[config.mk]
export PLATFORM = sky130hd
export DESIGN_NAME = qrnggen_flat
export DESIGN_NICKNAME = d
export VERILOG_FILES = /design/src/rtl/qrng_pkg.sv /design/src/rtl/dti_s_if.sv /design/src/rtl/qrng_dim.sv /design/src/rtl/qrnggen.sv /design/src/flat_wrapper.sv
export SDC_FILE = /design/constraint.sdc
export NUM_CORES = 1
export LEC_CHECK = 0
export ABC_AREA = 0
export CORE_UTILIZATION = 52
export CTS_CLUSTER_DIAMETER = 30
export CTS_CLUSTER_SIZE = 30
export DETAILED_ROUTE_END_ITERATION = 6
export MAX_ROUTING_LAYER = met4
export PLACE_DENSITY = 0.76
export SYNTH_ARGS = -nofsm -noshare
export SYNTH_HDL_FRONTEND = slang
export SYNTH_SLANG_ARGS = --single-unit
[constraint.sdc]
create_clock -name clk -period 4 [get_ports clk]
set_input_delay 0.8 -clock clk [delete_from_list [all_inputs] [get_ports clk]]
set_output_delay 0.8 -clock clk [all_outputs]
set_load 0.005 [all_outputs]
[src/rtl/qrng_pkg.sv]
// Shared types and limits for the nested-loop range generator.
package qrng_pkg;

    typedef enum logic {
        IDLE = 1'b0,
        RUN  = 1'b1
    } qrng_state_e;

    localparam int NDIM_MAX = 8;

endpackage

[src/rtl/dti_s_if.sv]
// Streaming data interface carrying one data word plus a queue-level eot flag.
// A word transfers on a rising clock edge where dvalid & dready are both 1; once dvalid is
// raised the producer holds data, and keeps dvalid high, until that transfer happens.
interface dti_s_if #(
    parameter int W = 8
);
    logic [W-1:0] data;
    logic         dvalid;
    logic         dready;
    logic         eot;

    modport producer (output data, output dvalid, output eot, input dready);
    modport consumer (input data, input dvalid, input eot, output dready);
endinterface

[src/rtl/qrng_dim.sv]
// One loop level: element index, running row value and the latched count/increment.
module qrng_dim #(
    parameter int W_DATA = 16,
    parameter int W_CNT  = 16
) (
    input  logic              clk,
    input  logic              rst,
    input  logic              load,
    input  logic              step,
    input  logic              carry_in,
    input  logic [W_CNT-1:0]  cnt,
    input  logic [W_DATA-1:0] incr,
    input  logic [W_DATA-1:0] base_in,
    output logic              last,
    output logic [W_DATA-1:0] row,
    output logic [W_DATA-1:0] row_inc
);

    logic [W_CNT-1:0]  idx_q;
    logic [W_CNT-1:0]  cnt_q;
    logic [W_DATA-1:0] incr_q;
    logic [W_DATA-1:0] row_q;

    // A level only moves when every lower level is at its last element; on wrap it restarts
    // from the row value the incrementing level above has just produced.
    always_ff @(posedge clk or negedge rst) begin
        if (!rst) begin
            idx_q  <= '0;
            cnt_q  <= '0;
            incr_q <= '0;
            row_q  <= '0;
        end else if (load) begin
            idx_q  <= '0;
            cnt_q  <= cnt;
            incr_q <= incr;
            row_q  <= base_in;
        end else if (step && carry_in) begin
            if (last) begin
                idx_q <= '0;
                row_q <= base_in;
            end else begin
                idx_q <= idx_q + W_CNT'(1);
                row_q <= row_inc;
            end
        end
    end

    assign last    = (idx_q == cnt_q - W_CNT'(1));
    assign row     = row_q;
    assign row_inc = row_q + incr_q;

endmodule

[src/rtl/qrnggen.sv]
// NDIM-level nested-loop generator: one config word in, prod(cnt_d) words of
// base + sum(idx_d * incr_d) out, innermost level fastest, with per-level eot flags.
module qrnggen
    import qrng_pkg::*;
#(
    parameter int NDIM   = 2,
    parameter int W_DATA = 16,
    parameter int W_CNT  = 16,
    parameter int SIGNED = 0
) (
    input  logic        clk,
    input  logic        rst,
    dti_s_if.consumer   cfg,
    dti_s_if.producer   dout,
    output qrng_state_e dbg_state
);

    localparam int CFG_W = W_DATA + NDIM * (W_DATA + W_CNT);
    localparam int OUT_W = NDIM + W_DATA;

    typedef struct packed {
        logic [W_DATA-1:0] incr;
        logic [W_CNT-1:0]  cnt;
    } dim_t;

    typedef struct packed {
        dim_t [NDIM-1:0]   dim;
        logic [W_DATA-1:0] base;
    } cfg_t;

    cfg_t              cfg_w;
    qrng_state_e       state_q;
    qrng_state_e       state_d;
    logic [NDIM-1:0]   last;
    logic [NDIM-1:0]   carry_in;
    logic [NDIM-1:0]   eot;
    logic              eot_all;
    logic              cfg_ok;
    logic              load;
    logic              advance;
    logic [W_DATA-1:0] reload;
    logic [W_DATA-1:0] base_in;
    logic [W_DATA-1:0] row     [NDIM];
    logic [W_DATA-1:0] row_inc [NDIM];

    assign cfg_w = cfg_t'(cfg.data);

    for (genvar d = 0; d < NDIM; d++) begin : g_dim
        qrng_dim #(
            .W_DATA (W_DATA),
            .W_CNT  (W_CNT)
        ) u_dim (
            .clk      (clk),
            .rst      (rst),
            .load     (load),
            .step     (advance),
            .carry_in (carry_in[d]),
            .cnt      (cfg_w.dim[d].cnt),
            .incr     (cfg_w.dim[d].incr),
            .base_in  (base_in),
            .last     (last[d]),
            .row      (row[d]),
            .row_inc  (row_inc[d])
        );
    end

    // carry_in[d]: all levels below d are on their last element; eot[d] includes level d itself.
    always_comb begin
        logic c;
        c        = 1'b1;
        carry_in = '0;
        eot      = '0;
        for (int d = 0; d < NDIM; d++) begin
            carry_in[d] = c;
            c           = c & last[d];
            eot[d]      = c;
        end
        eot_all = c;
    end

    // The single level that increments this step supplies the restart row for all levels below it.
    always_comb begin
        reload = '0;
        cfg_ok = 1'b1;
        for (int d = 0; d < NDIM; d++) begin
            if (carry_in[d] && !last[d]) begin
                reload = row_inc[d];
            end
            if (cfg_w.dim[d].cnt == '0) begin
                cfg_ok = 1'b0;
            end
        end
    end

    always_ff @(posedge clk or negedge rst) begin
        if (!rst) begin
            state_q <= IDLE;
        end else begin
            state_q <= state_d;
        end
    end

    always_comb begin
        state_d     = state_q;
        cfg.dready  = 1'b0;
        dout.dvalid = 1'b0;
        load        = 1'b0;
        advance     = 1'b0;
        case (state_q)
            IDLE: begin
                cfg.dready = 1'b1;
                load       = cfg.dvalid && cfg_ok;
                if (load) begin
                    state_d = RUN;
                end
            end
            RUN: begin
                dout.dvalid = 1'b1;
                cfg.dready  = eot_all && dout.dready;
                advance     = dout.dready && !eot_all;
                if (dout.dready && eot_all) begin
                    load    = cfg.dvalid && cfg_ok;
                    state_d = load ? RUN : IDLE;
                end
            end
            default: state_d = IDLE;
        endcase
    end

    assign base_in   = load ? cfg_w.base : reload;
    assign dout.data = {eot, row[0]};
    assign dout.eot  = 1'b0;
    assign dbg_state = state_q;

    a_shape: assert property (@(posedge clk)
        $bits(cfg.data) == CFG_W && $bits(dout.data) == OUT_W &&
        NDIM >= 1 && NDIM <= NDIM_MAX && (SIGNED == 0 || SIGNED == 1));

    a_hold: assert property (@(posedge clk) disable iff (!rst)
        (dout.dvalid && !dout.dready) |=> $stable(dout.data));

endmodule

[src/flat_wrapper.sv]
// flat-port wrapper written by rule: the top's interface ports become plain ports
module qrnggen_flat import qrng_pkg::*;
#(
    parameter int NDIM   = 2,
    parameter int W_DATA = 16,
    parameter int W_CNT  = 16,
    parameter int SIGNED = 0
)
  (clk, rst, dbg_state, cfg_data, cfg_dvalid, cfg_eot, cfg_dready, dout_data, dout_dvalid, dout_eot, dout_dready);
  dti_s_if #(.W(((16) + 2 * ((16) + (16))))) cfg_i ();
  dti_s_if #(.W((2 + (16)))) dout_i ();
  input  logic clk;
  input  logic rst;
  output qrng_state_e dbg_state;
  input wire logic [$bits(cfg_i.data)-1:0] cfg_data;
  input wire logic [$bits(cfg_i.dvalid)-1:0] cfg_dvalid;
  input wire logic [$bits(cfg_i.eot)-1:0] cfg_eot;
  output wire logic [$bits(cfg_i.dready)-1:0] cfg_dready;
  output wire logic [$bits(dout_i.data)-1:0] dout_data;
  output wire logic [$bits(dout_i.dvalid)-1:0] dout_dvalid;
  output wire logic [$bits(dout_i.eot)-1:0] dout_eot;
  input wire logic [$bits(dout_i.dready)-1:0] dout_dready;
  assign cfg_i.data = cfg_data;
  assign cfg_i.dvalid = cfg_dvalid;
  assign cfg_i.eot = cfg_eot;
  assign cfg_dready = cfg_i.dready;
  assign dout_data = dout_i.data;
  assign dout_dvalid = dout_i.dvalid;
  assign dout_eot = dout_i.eot;
  assign dout_i.dready = dout_dready;
  qrnggen #(.NDIM(NDIM), .W_DATA(W_DATA), .W_CNT(W_CNT), .SIGNED(SIGNED)) u_core (.clk(clk), .rst(rst), .cfg(cfg_i), .dout(dout_i), .dbg_state(dbg_state));
endmodule
* Yosys cells after proc, flatten, opt, wreduce, memory -nomap -nowiden
Cells that the tools add are included.
** Word-level totals
- Flip-flop bits (word level) :: 129
- Output and inout bits :: 22
** Cells by class
- $add $sub $neg :: 6
- Equality and inequality tests :: 2
- Multiplexer cells :: 25
- Bitwise gates (word level) :: 2
- Reduce and logical (&&, ||, !) cells :: 11
** Operators by type and width (count)
- 2-to-1 mux 16 bit :: 15
- adder 16 x 1 -> 16 bit, second input constant :: 2
- adder 16 bit :: 2
- == test 16 bit :: 2
- zero test 16 bit :: 2
- subtractor 16 x 1 -> 16 bit, second input constant :: 2
- 2-to-1 mux 1 bit :: 7
- one-hot mux 1 bit (2 select lines) :: 3
- logical AND 1 bit :: 5
- nonzero test 2 bit :: 2
- zero test 1 bit :: 2
- bitwise AND 1 bit :: 1
- NOT 1 bit :: 1

* Logic depth before layout (Yosys ltp)
Gate-level depths: netlist (run 1).
- Word-level depth :: 10
- Mapped depth :: 14
- Depth with buffers taken out :: 12

* Cells and area by module
From an unflattened synthesis (run 1), not the netlist that was laid out.
** Second synthesis, totals
- Cell total of the unflattened synthesis :: 1009
- Area total of the unflattened synthesis :: 9361.5 um2
** Modules (own cells, without submodules)
- qrng_dim (u_core.g_dim[1].u_dim) :: instances 1, cells each 464, area each 4374.2 um2, sequential area each 1601.5 um2
- qrng_dim (u_core.g_dim[0].u_dim) :: instances 1, cells each 449, area each 4311.6 um2, sequential area each 1601.5 um2
- qrnggen :: instances 1, cells each 96, area each 675.6 um2, sequential area each 25.0 um2

* Worst setup path after synthesis (run 1)
OpenSTA, ideal clock, no wires.
- Path type :: register -> output
- Start point :: reg u_core.g_dim[0].u_dim.cnt_q[0]
- End point :: out cfg_dready
- Arrival :: 3.036 ns
- Slack :: 0.164 ns
- Stages on the path, launching flop included :: 13
- Buffers on the path :: 2
- Cell sequence :: dfrtp_1 inv_1 ha_1 clkbuf_2 or4b_4 o31a_1 or3_1 a21oi_1 o211ai_1 nor2_1 clkbuf_1 nand3_1 nand2_1
** Between the ends
- Word-level cells in the longest chain between the ends :: 5
** Ends and longest elaborated chain
- start, declared :: RTL line qrng_dim.sv:20 : logic [W_CNT-1:0] cnt_q;
- start signal, assigned :: RTL line qrng_dim.sv:34 : cnt_q <= cnt;
- subtractor 16 x 1 -> 16 bit :: RTL line qrng_dim.sv:48 : assign last = (idx_q == cnt_q - W_CNT'(1));
- == test 16 bit :: RTL line qrng_dim.sv:48
- bitwise AND 1 bit :: RTL line qrnggen.sv:75 : c = c & last[d];
- logical AND 1 bit :: RTL line qrnggen.sv:119 : cfg.dready = eot_all && dout.dready;
- one-hot mux 1 bit (2 select lines) :: RTL line qrnggen.sv:109 : case (state_q)
- end, declared :: RTL line flat_wrapper.sv:18 : output wire logic [$bits(cfg_i.dready)-1:0] cfg_dready;
Every way passes these cells.

* Worst setup path in the final report (run 1)
- Start point :: reg u_core.g_dim[0].u_dim.cnt_q[0]
- End point :: out dout_data[17]
** Between the ends
- Word-level cells in the longest chain between the ends :: 3
** Ends and longest elaborated chain
- subtractor 16 x 1 -> 16 bit :: RTL line qrng_dim.sv:48
- == test 16 bit :: RTL line qrng_dim.sv:48
- bitwise AND 1 bit :: RTL line qrnggen.sv:75
- end, declared :: RTL line flat_wrapper.sv:19 : output wire logic [$bits(dout_i.data)-1:0] dout_data;
Every way passes these cells.

==> impl_metrics.csv, run 1 <==
group,metric,value,unit
floorplan,io_pins,107,
floorplan,die_x,132,µm
sta,setup_ws,0.102,ns
power_and_ir_drop,power.leakage,4.80,nW
finish,area_growth,24.5,%
routing,via_count,7935,
cts,clock_path_buffers,2,
placed_design,dp_slack,-0.0195,ns
yosys,synth_seq_cells,129,
yosys,synth_area,8840,µm²
flow_run,maxCapViolCount,0,
yosys,syn_area_per_cell,9.53,µm²
sta,fmax,257,MHz
sta,tightest_slew,0.973,ns
sta,whs,0.448,ns
routing,drtAntennaViolNets,0,
yosys,synth_seq_area_share,0.365,
worst_setup_path,crit_type,"reg -> out",
sta,setup_viol,0,
worst_setup_path,critPathBufInv,2,
worst_setup_path,slowest_delay,0.47,ns
cts,clk_pin_slew,0.05,ns
sta,fin_crit,3.90,ns
global_routing,grt_max_degree,72,
global_routing,grt_first_pass_wirelength,39400,µm
cts,insertion_delay,0.43,ns
yosys,ys_warn_count,0,
outcome,status,"complete, no violations",
cts,numClockSinks,129,
worst_hold_path,hp-class,"in -> async",
global_routing,overflow,0,
worst_setup_path,cp_top_family,"simple AND/OR/NAND/NOR gates",
floorplan,die_y,132,µm
yosys,synthesis.nets,1049,
finish,drive_gt1_frac,0.165,
worst_setup_path,cp_max_fo,4,
sta,rsz0062_at_grt,"no",
sta,fin_crit_sh,0.974,
placed_design,gp_congestion,0.879,
sta,finalHoldViolCount,0,
floorplan,initial_core_util,0.533,
global_routing,grt_pass1_vias,7723,
worst_setup_path,cp-start-kind,"flop",
routing,drt-pass1-iter-count,7,
worst_setup_path,slowest_stage,"or4b_4",
cts,cts_tree,"yes",
finish,diodes,0,
routing,drtIter0Drc,771,
global_routing,grtUsageTotal,0.294,
cts,cts_root_buf,"clkbuf_16",
sta,fin_worst_skew,0.0134,ns
routing,drt-vias-per-instance,6.19,
yosys,ys_async_sr_fraction,1.00,
cts,cts_max_level,4,
worst_setup_path,crit_required,3.20,ns
routing,drcViolationCount,0,
floorplan,fp-row-count,47,
cts,cts_inserted_buffers,17,
worst_setup_path,path_cells,"inv_2 -> ha_4 -> or4b_4 -> o31a_1 -> or3_4 -> a21oi_4 -> o2111a_2 -> nor4bb_4 -> dlygate4sd2_1",
power_and_ir_drop,power_density,512,nW/µm²
floorplan,placeableCoreArea,16600,µm²
sta,slew_headroom,0.349,
placed_design,io_buffers,104,
power_and_ir_drop,ir_worst_vdd,367,µV
finish,final_nets,1172,
routing,wl_per_cell,18.8,µm
yosys,syn_inst,928,
routing,drt_wl_total,24100,µm
floorplan,die_area,17500,µm²
yosys,yosys.cell_types.count,84,
sta,slew_viol_final,0,
global_routing,antenna_found_initial,0,
finish,final_util,0.664,
placed_design,dp.final_hpwl,17500,µm
yosys,synthFlopType,"dfrtp_1",
worst_setup_path,cp_data_arrival_time,3.10,ns
worst_setup_path,end_kind,"output pin",
yosys,synth_edf_count,0,
==> sequential cells by signal, summed over array words and instances (netlist names) <==
signal                     count
u_core.g_dim.u_dim.cnt_q      32
u_core.dbg_state               1
u_core.g_dim.u_dim.row        32
u_core.g_dim.u_dim.incr_q     32
u_core.g_dim.u_dim.idx_q      32
==> metrics by stage <==
step                      instance area (µm²)  power (mW)  instances  TNS, ns
after global placement                  10200        3.89       1245        0
after floorplan                          8840        3.22        928        0
final                                   11000        5.64       1282        0
after global routing                    11000        5.96       1282        0
after detailed placement                10200        3.94       1245  -0.0195
after CTS                               10900        5.62       1279        0
==> synth_stat cells, types with 9 or more instances <==
cell type / instances / area (µm²)
mux2i_1: 10 / 100
nand3_1: 31 / 155
o21ai_0: 81 / 405
a21o_1: 11 / 82.6
a21oi_1: 56 / 280
nand2b_1: 10 / 62.6
mux2_4: 42 / 631
buf_2: 14 / 70.1
nand2_1: 48 / 180
nor2_1: 74 / 278
mux2_2: 14 / 158
nor4_1: 16 / 100
o21a_1: 14 / 105
and3_1: 22 / 138
a211oi_1: 9 / 67.6
dfrtp_1: 129 / 3230
inv_1: 20 / 75.1
nor3_1: 27 / 135
ha_1: 34 / 425
xnor2_1: 37 / 324
xor2_1: 28 / 245
clkbuf_1: 21 / 78.8
nand4_1: 13 / 81.3
==> timing repair <==
action	CTS	global route
setup endpoints to repair	3	3
buffers inserted	4	3
hold buffers	0	0
gates cloned	0	0
gates resized for setup	14	13
pin swaps	5	9
==> where the power goes <==
group / internal [mW] / switching, mW / leakage (nW)
clock: 1.07 / 0.582 / 0.290
combinational: 1.10 / 1.11 / 2.92
sequential: 1.52 / 0.257 / 1.59
total: 3.69 / 1.94 / 4.80
==> logic make-up after synthesis <==
kind of cell             after synthesis  synth area share
AO/OA/AOI/OAI                        264             0.198
XOR/XNOR                              65            0.0644
other                                  1          0.000424
adder cells (fa/ha/maj)               36            0.0526
flip-flops                           129             0.365
buffers and inverters                 71            0.0403
AND/OR/NAND/NOR                      296             0.179
multiplexers                          66             0.100
==> layout by cell type, fill, tap and decap left out, types with 22 or more instances in the layout <==
| master | instances |
|---|---|
| dfrtp_1 | 129 |
| clkdlybuf4s50_1 | 100 |
| o21ai_0 | 80 |
| nor2_1 | 72 |
| a21oi_1 | 54 |
| buf_4 | 49 |
| nand2_1 | 47 |
| mux2_4 | 42 |
| xnor2_1 | 37 |
| ha_1 | 32 |
| nand3_1 | 31 |
| xor2_1 | 28 |
| nor3_1 | 26 |
| and3_1 | 22 |
==> area by class of cell <==
| type | count | area (µm²) |
|---|---|---|
| fill | 1331 | 5580 |
| tap | 220 | 275 |
| multi-input combinational | 728 | 5360 |
| sequential | 129 | 3230 |
| clock inverter | 10 | 160 |
| timing repair buffer | 155 | 1460 |
| inverter | 20 | 75.1 |
| clock buffer | 20 | 457 |
==> metal layers <==
| metal | up-vias | share of wire | GRT usage | wire length, µm |
|---|---|---|---|---|
| met4 | 0 | 0.033 | 0.129 | 800 |
| met5 | - | 0 | - | 0 |
| met3 | 63 | 0.060 | 0.0548 | 1440 |
| met1 | 3867 | 0.42 | 0.365 | 10200 |
| li1 | 3707 | - | - | - |
| met2 | 298 | 0.48 | 0.467 | 11700 |
==> worst paths after layout <==
kind                                            startpoint                              end  slack, ns  cells past startpoint
setup / recovery            u_core.g_dim[0].u_dim.cnt_q[0]                    dout_data[17]       0.10                      9
hold / removal                                         rst   u_core.g_dim[1].u_dim.cnt_q[7]       0.45                      1
setup reg to reg            u_core.g_dim[0].u_dim.cnt_q[0]     u_core.g_dim[1].u_dim.row[1]       0.15                     14
hold reg to reg            u_core.g_dim[0].u_dim.idx_q[15]  u_core.g_dim[0].u_dim.idx_q[15]       0.49                      1
max in group asynchronous                              rst  u_core.g_dim[1].u_dim.incr_q[8]       2.70                      2
min in group clk           u_core.g_dim[0].u_dim.idx_q[15]  u_core.g_dim[0].u_dim.idx_q[15]       0.49                      1
Note: power is estimated with default switching activity, not from simulation.
==> run 2, diff against run 1 <==
Settings changed: SYNTH_HIERARCHICAL set to 1.
==> run 2 against run 1 <==
  * Synthesized area increased by 5.9%
  * Die area grew 5.8%
  * Highest routed layer unchanged
  * Clock power down 4%
  * Largest cell class unchanged
  * Count of clock-buffer cells in the layout rose by 2
  * Wire length rose by 0.33%
  * Critical path depth rose by 7
  * Worst setup slack got worse by 0.020 ns
  * Via count grew 2.2%
  * Non-clock buffer count up 3
  * Synthesized cell count up 8.7%
==> impl_metrics.csv, run 2 <==
group,metric,value,unit
sta,finalHoldViolCount,0,
sta,tightest_slew,0.666,ns
worst_setup_path,path_cells,"buf_4 -> or4_4 -> nor4b_2 -> xnor2_1 -> nand4_1 -> buf_4 -> buf_4 -> buf_4 -> buf_4 -> buf_4 -> buf_4 -> buf_4 -> buf_4 -> or2_4 -> or2_4 -> a221o_2",
floorplan,placeableCoreArea,17400,µm²
floorplan,die_x,136,µm
worst_setup_path,crit_required,4.30,ns
cts,clock_path_buffers,2,
floorplan,die_area,18500,µm²
worst_setup_path,rr_endpoint,"u_core/g_dim[0].u_dim/row[2]",
floorplan,initial_core_util,0.537,
sta,slew_viol_final,0,
placed_design,io_buffers,104,
finish,fin_cells,1371,
routing,drtAntennaViolNets,0,
sta,fin_crit_sh,0.980,
sta,setup_tns,0,ns
yosys,ys_warn_count,6,
yosys,synth_seq_cells,129,
yosys,synth_top_area_frac,0.345,
cts,numClockSinks,129,
power_and_ir_drop,power.leakage,5.02,nW
sta,setup_ws,0.0820,ns
flow_run,maxCapViolCount,0,
yosys,synth_edf_count,0,
placed_design,dp.final_hpwl,17300,µm
global_routing,grt_first_pass_wirelength,39200,µm
worst_setup_path,cp_data_arrival_time,4.22,ns
finish,final_util,0.667,
worst_setup_path,cp-start-kind,"flop",
finish,fin_area,11600,µm²
floorplan,die_y,136,µm
routing,drt-pass1-iter-count,7,
placed_design,placed_area,10700,µm²
yosys,synth_area,9360,µm²
sta,slew_headroom,0.556,
cts,cts_inserted_buffers,17,
yosys,ys_async_sr_fraction,1.00,
routing,drcViolationCount,0,
worst_setup_path,slowest_delay,0.55,ns
power_and_ir_drop,power_density,523,nW/µm²
cts,insertion_delay,0.42,ns
floorplan,io_pins,107,
sta,whs,0.219,ns
yosys,synth.most_common_cell,"dfrtp_1",
cts,ctsHoldBuffers,0,
worst_setup_path,cp_max_fo,16,
global_routing,overflow,0,
worst_setup_path,cp_common_cell,"buf_4",
yosys,synth.area.top_cells,"dfrtp_1 (34%), mux2_2 (7.3%), ha_1 (4.5%)",
routing,wl_per_cell,17.6,µm
sta,setup_viol,0,
sta,fin_crit,3.92,ns
finish,final_cell_mix,"dfrtp_1 (127), clkdlybuf4s50_1 (100), nor2_1 (74), nand2_1 (72), inv_1 (65)",
worst_hold_path,hp-class,"in -> async",
cts,cts_root_buf,"clkbuf_16",
sta,fmax,255,MHz
routing,via_count,8107,
finish,multi_input_area,5750,µm²
global_routing,grtUsageTotal,0.278,
worst_setup_path,crit_type,"reg -> reg",
yosys,synthFlopType,"dfrtp_1",
cts,clk_pin_slew,0.06,ns
yosys,yosys.cell_types.count,94,
finish,fill_cells,1383,
yosys,yosysTopAreaCell,"dfrtp_1",
worst_setup_path,slowest_stage,"or4_4",
yosys,syn_area_per_cell,9.28,µm²
global_routing,grt_pass1_vias,7868,
global_routing,grt_max_degree,68,
yosys,synth_common_cells,"dfrtp_1 (129), nor2_1 (79), nand2_1 (73), inv_1 (70), mux2_2 (61)",
cts,cts_max_level,4,
worst_setup_path,end_kind,"flop",
worst_setup_path,ff2ff_setup_slack,0.08,ns
finish,drive_gt1_frac,0.213,
finish,final_nets,1254,
yosys,syn_inst,1009,
outcome,status,"complete, no violations",
cts,cts_tree,"yes",
sta,fin_worst_skew,0.00915,ns
worst_setup_path,ff2ff_path_depth,16,
global_routing,antenna_found_initial,0,
placed_design,dp.cells,1320,
placed_design,dp_slack,0.0956,ns
yosys,synth_seq_area_share,0.345,
routing,drtIter0Drc,801,
power_and_ir_drop,ir_worst_vdd,364,µV
placed_design,gp_congestion,0.906,
routing,drt_wl_total,24200,µm
routing,drt-vias-per-instance,5.91,
finish,seq_area,3230,µm²
finish,diodes,0,
finish,area_growth,24.0,%
worst_setup_path,worstReg2RegStart,"u_core/g_dim[0].u_dim/cnt_q[0]",
floorplan,fp-row-count,48,
finish,final_common_cell,"dfrtp_1",
power_and_ir_drop,p_total,6.08,mW
-- run 2: cell count changes in the layout (fill, tap and decap cells not counted), sizes merged, moves of 10 or more --
cell / before / now
inv: 20 / 69
o21ai: 85 / 43
a21oi: 57 / 22
nand2: 48 / 74
a221oi: 3 / 17
mux2: 56 / 70
nor3: 27 / 37
xor2: 28 / 38
-- run 2: cell type report --
type                       instances  area share
clock buffer                      22      0.0400
clock inverter                    10      0.0115
inverter                          71      0.0239
multi-input combinational        756       0.495
sequential                       129       0.278
tap                              225      0.0242
timing repair buffer             158       0.127
-- run 2: timing repair --
| action | in CTS | in global routing |
|---|---|---|
| endpoints found under the setup margin | 3 | 57 |
| resized for setup | 17 | 36 |
| buffers inserted | 14 | 5 |
| pin swaps | 12 | 11 |
-- run 2: cell families (layout without fill, tap and decap cells) --
group / Yosys count / after routing / synth area share
other: 2 / 3 / 0.000802
xor gates and xnor gates: 79 / 79 / 0.0739
and+or+nand+nor: 373 / 373 / 0.214
muxes: 74 / 74 / 0.0934
adders and majority gates: 36 / 36 / 0.0497
AOI/OAI and AO/OA: 191 / 191 / 0.162
buffers and inverters: 125 / 261 / 0.0615
DFF: 129 / 129 / 0.345
-- run 2: worst max path at each step --
stage	depth (start not counted)	start	end	slack, ns
after floorplan	21	u_core/g_dim[0].u_dim/cnt_q[0]	u_core/g_dim[1].u_dim/idx_q[13]	0.002
after global placement	17	u_core/g_dim[1].u_dim/cnt_q[0]	u_core/g_dim[0].u_dim/row[12]	0.12
after detailed placement	18	u_core/g_dim[0].u_dim/cnt_q[0]	u_core/g_dim[1].u_dim/idx_q[13]	0.1
after CTS	15	u_core/g_dim[0].u_dim/cnt_q[1]	u_core/g_dim[0].u_dim/row[2]	0.02
after global routing	17	u_core/g_dim[0].u_dim/cnt_q[0]	u_core/g_dim[0].u_dim/idx_q[9]	-0.05
final	16	u_core/g_dim[0].u_dim/cnt_q[0]	u_core/g_dim[0].u_dim/row[2]	0.08
-- run 2: layer usage --
metal	part of all wire	GRT usage	wire length, µm	vias up
met5	0	-	0	-
met4	0.012	0.0685	302	0
met3	0.054	0.0589	1320	33
met2	0.48	0.441	11700	258
met1	0.45	0.361	10900	3898
li1	-	-	-	3918
-- run 2: worst max-delay path, delay by kind of cell, from the launching register on --
kind,cells,cell delay [ns]
xor gates and xnor gates,1,0.16
DFF,1,0.45
AOI/OAI and AO/OA,1,0.39
and+or+nand+nor,5,1.60
buffers and inverters,9,1.19
-- run 2: where the power goes --
| group | leakage (nW) | internal, mW | switching [mW] | total (mW) |
|---|---|---|---|---|
| combinational | 3.13 | 1.30 | 1.42 | 2.72 |
| clock | 0.290 | 1.01 | 0.582 | 1.59 |
| sequential | 1.60 | 1.52 | 0.255 | 1.77 |
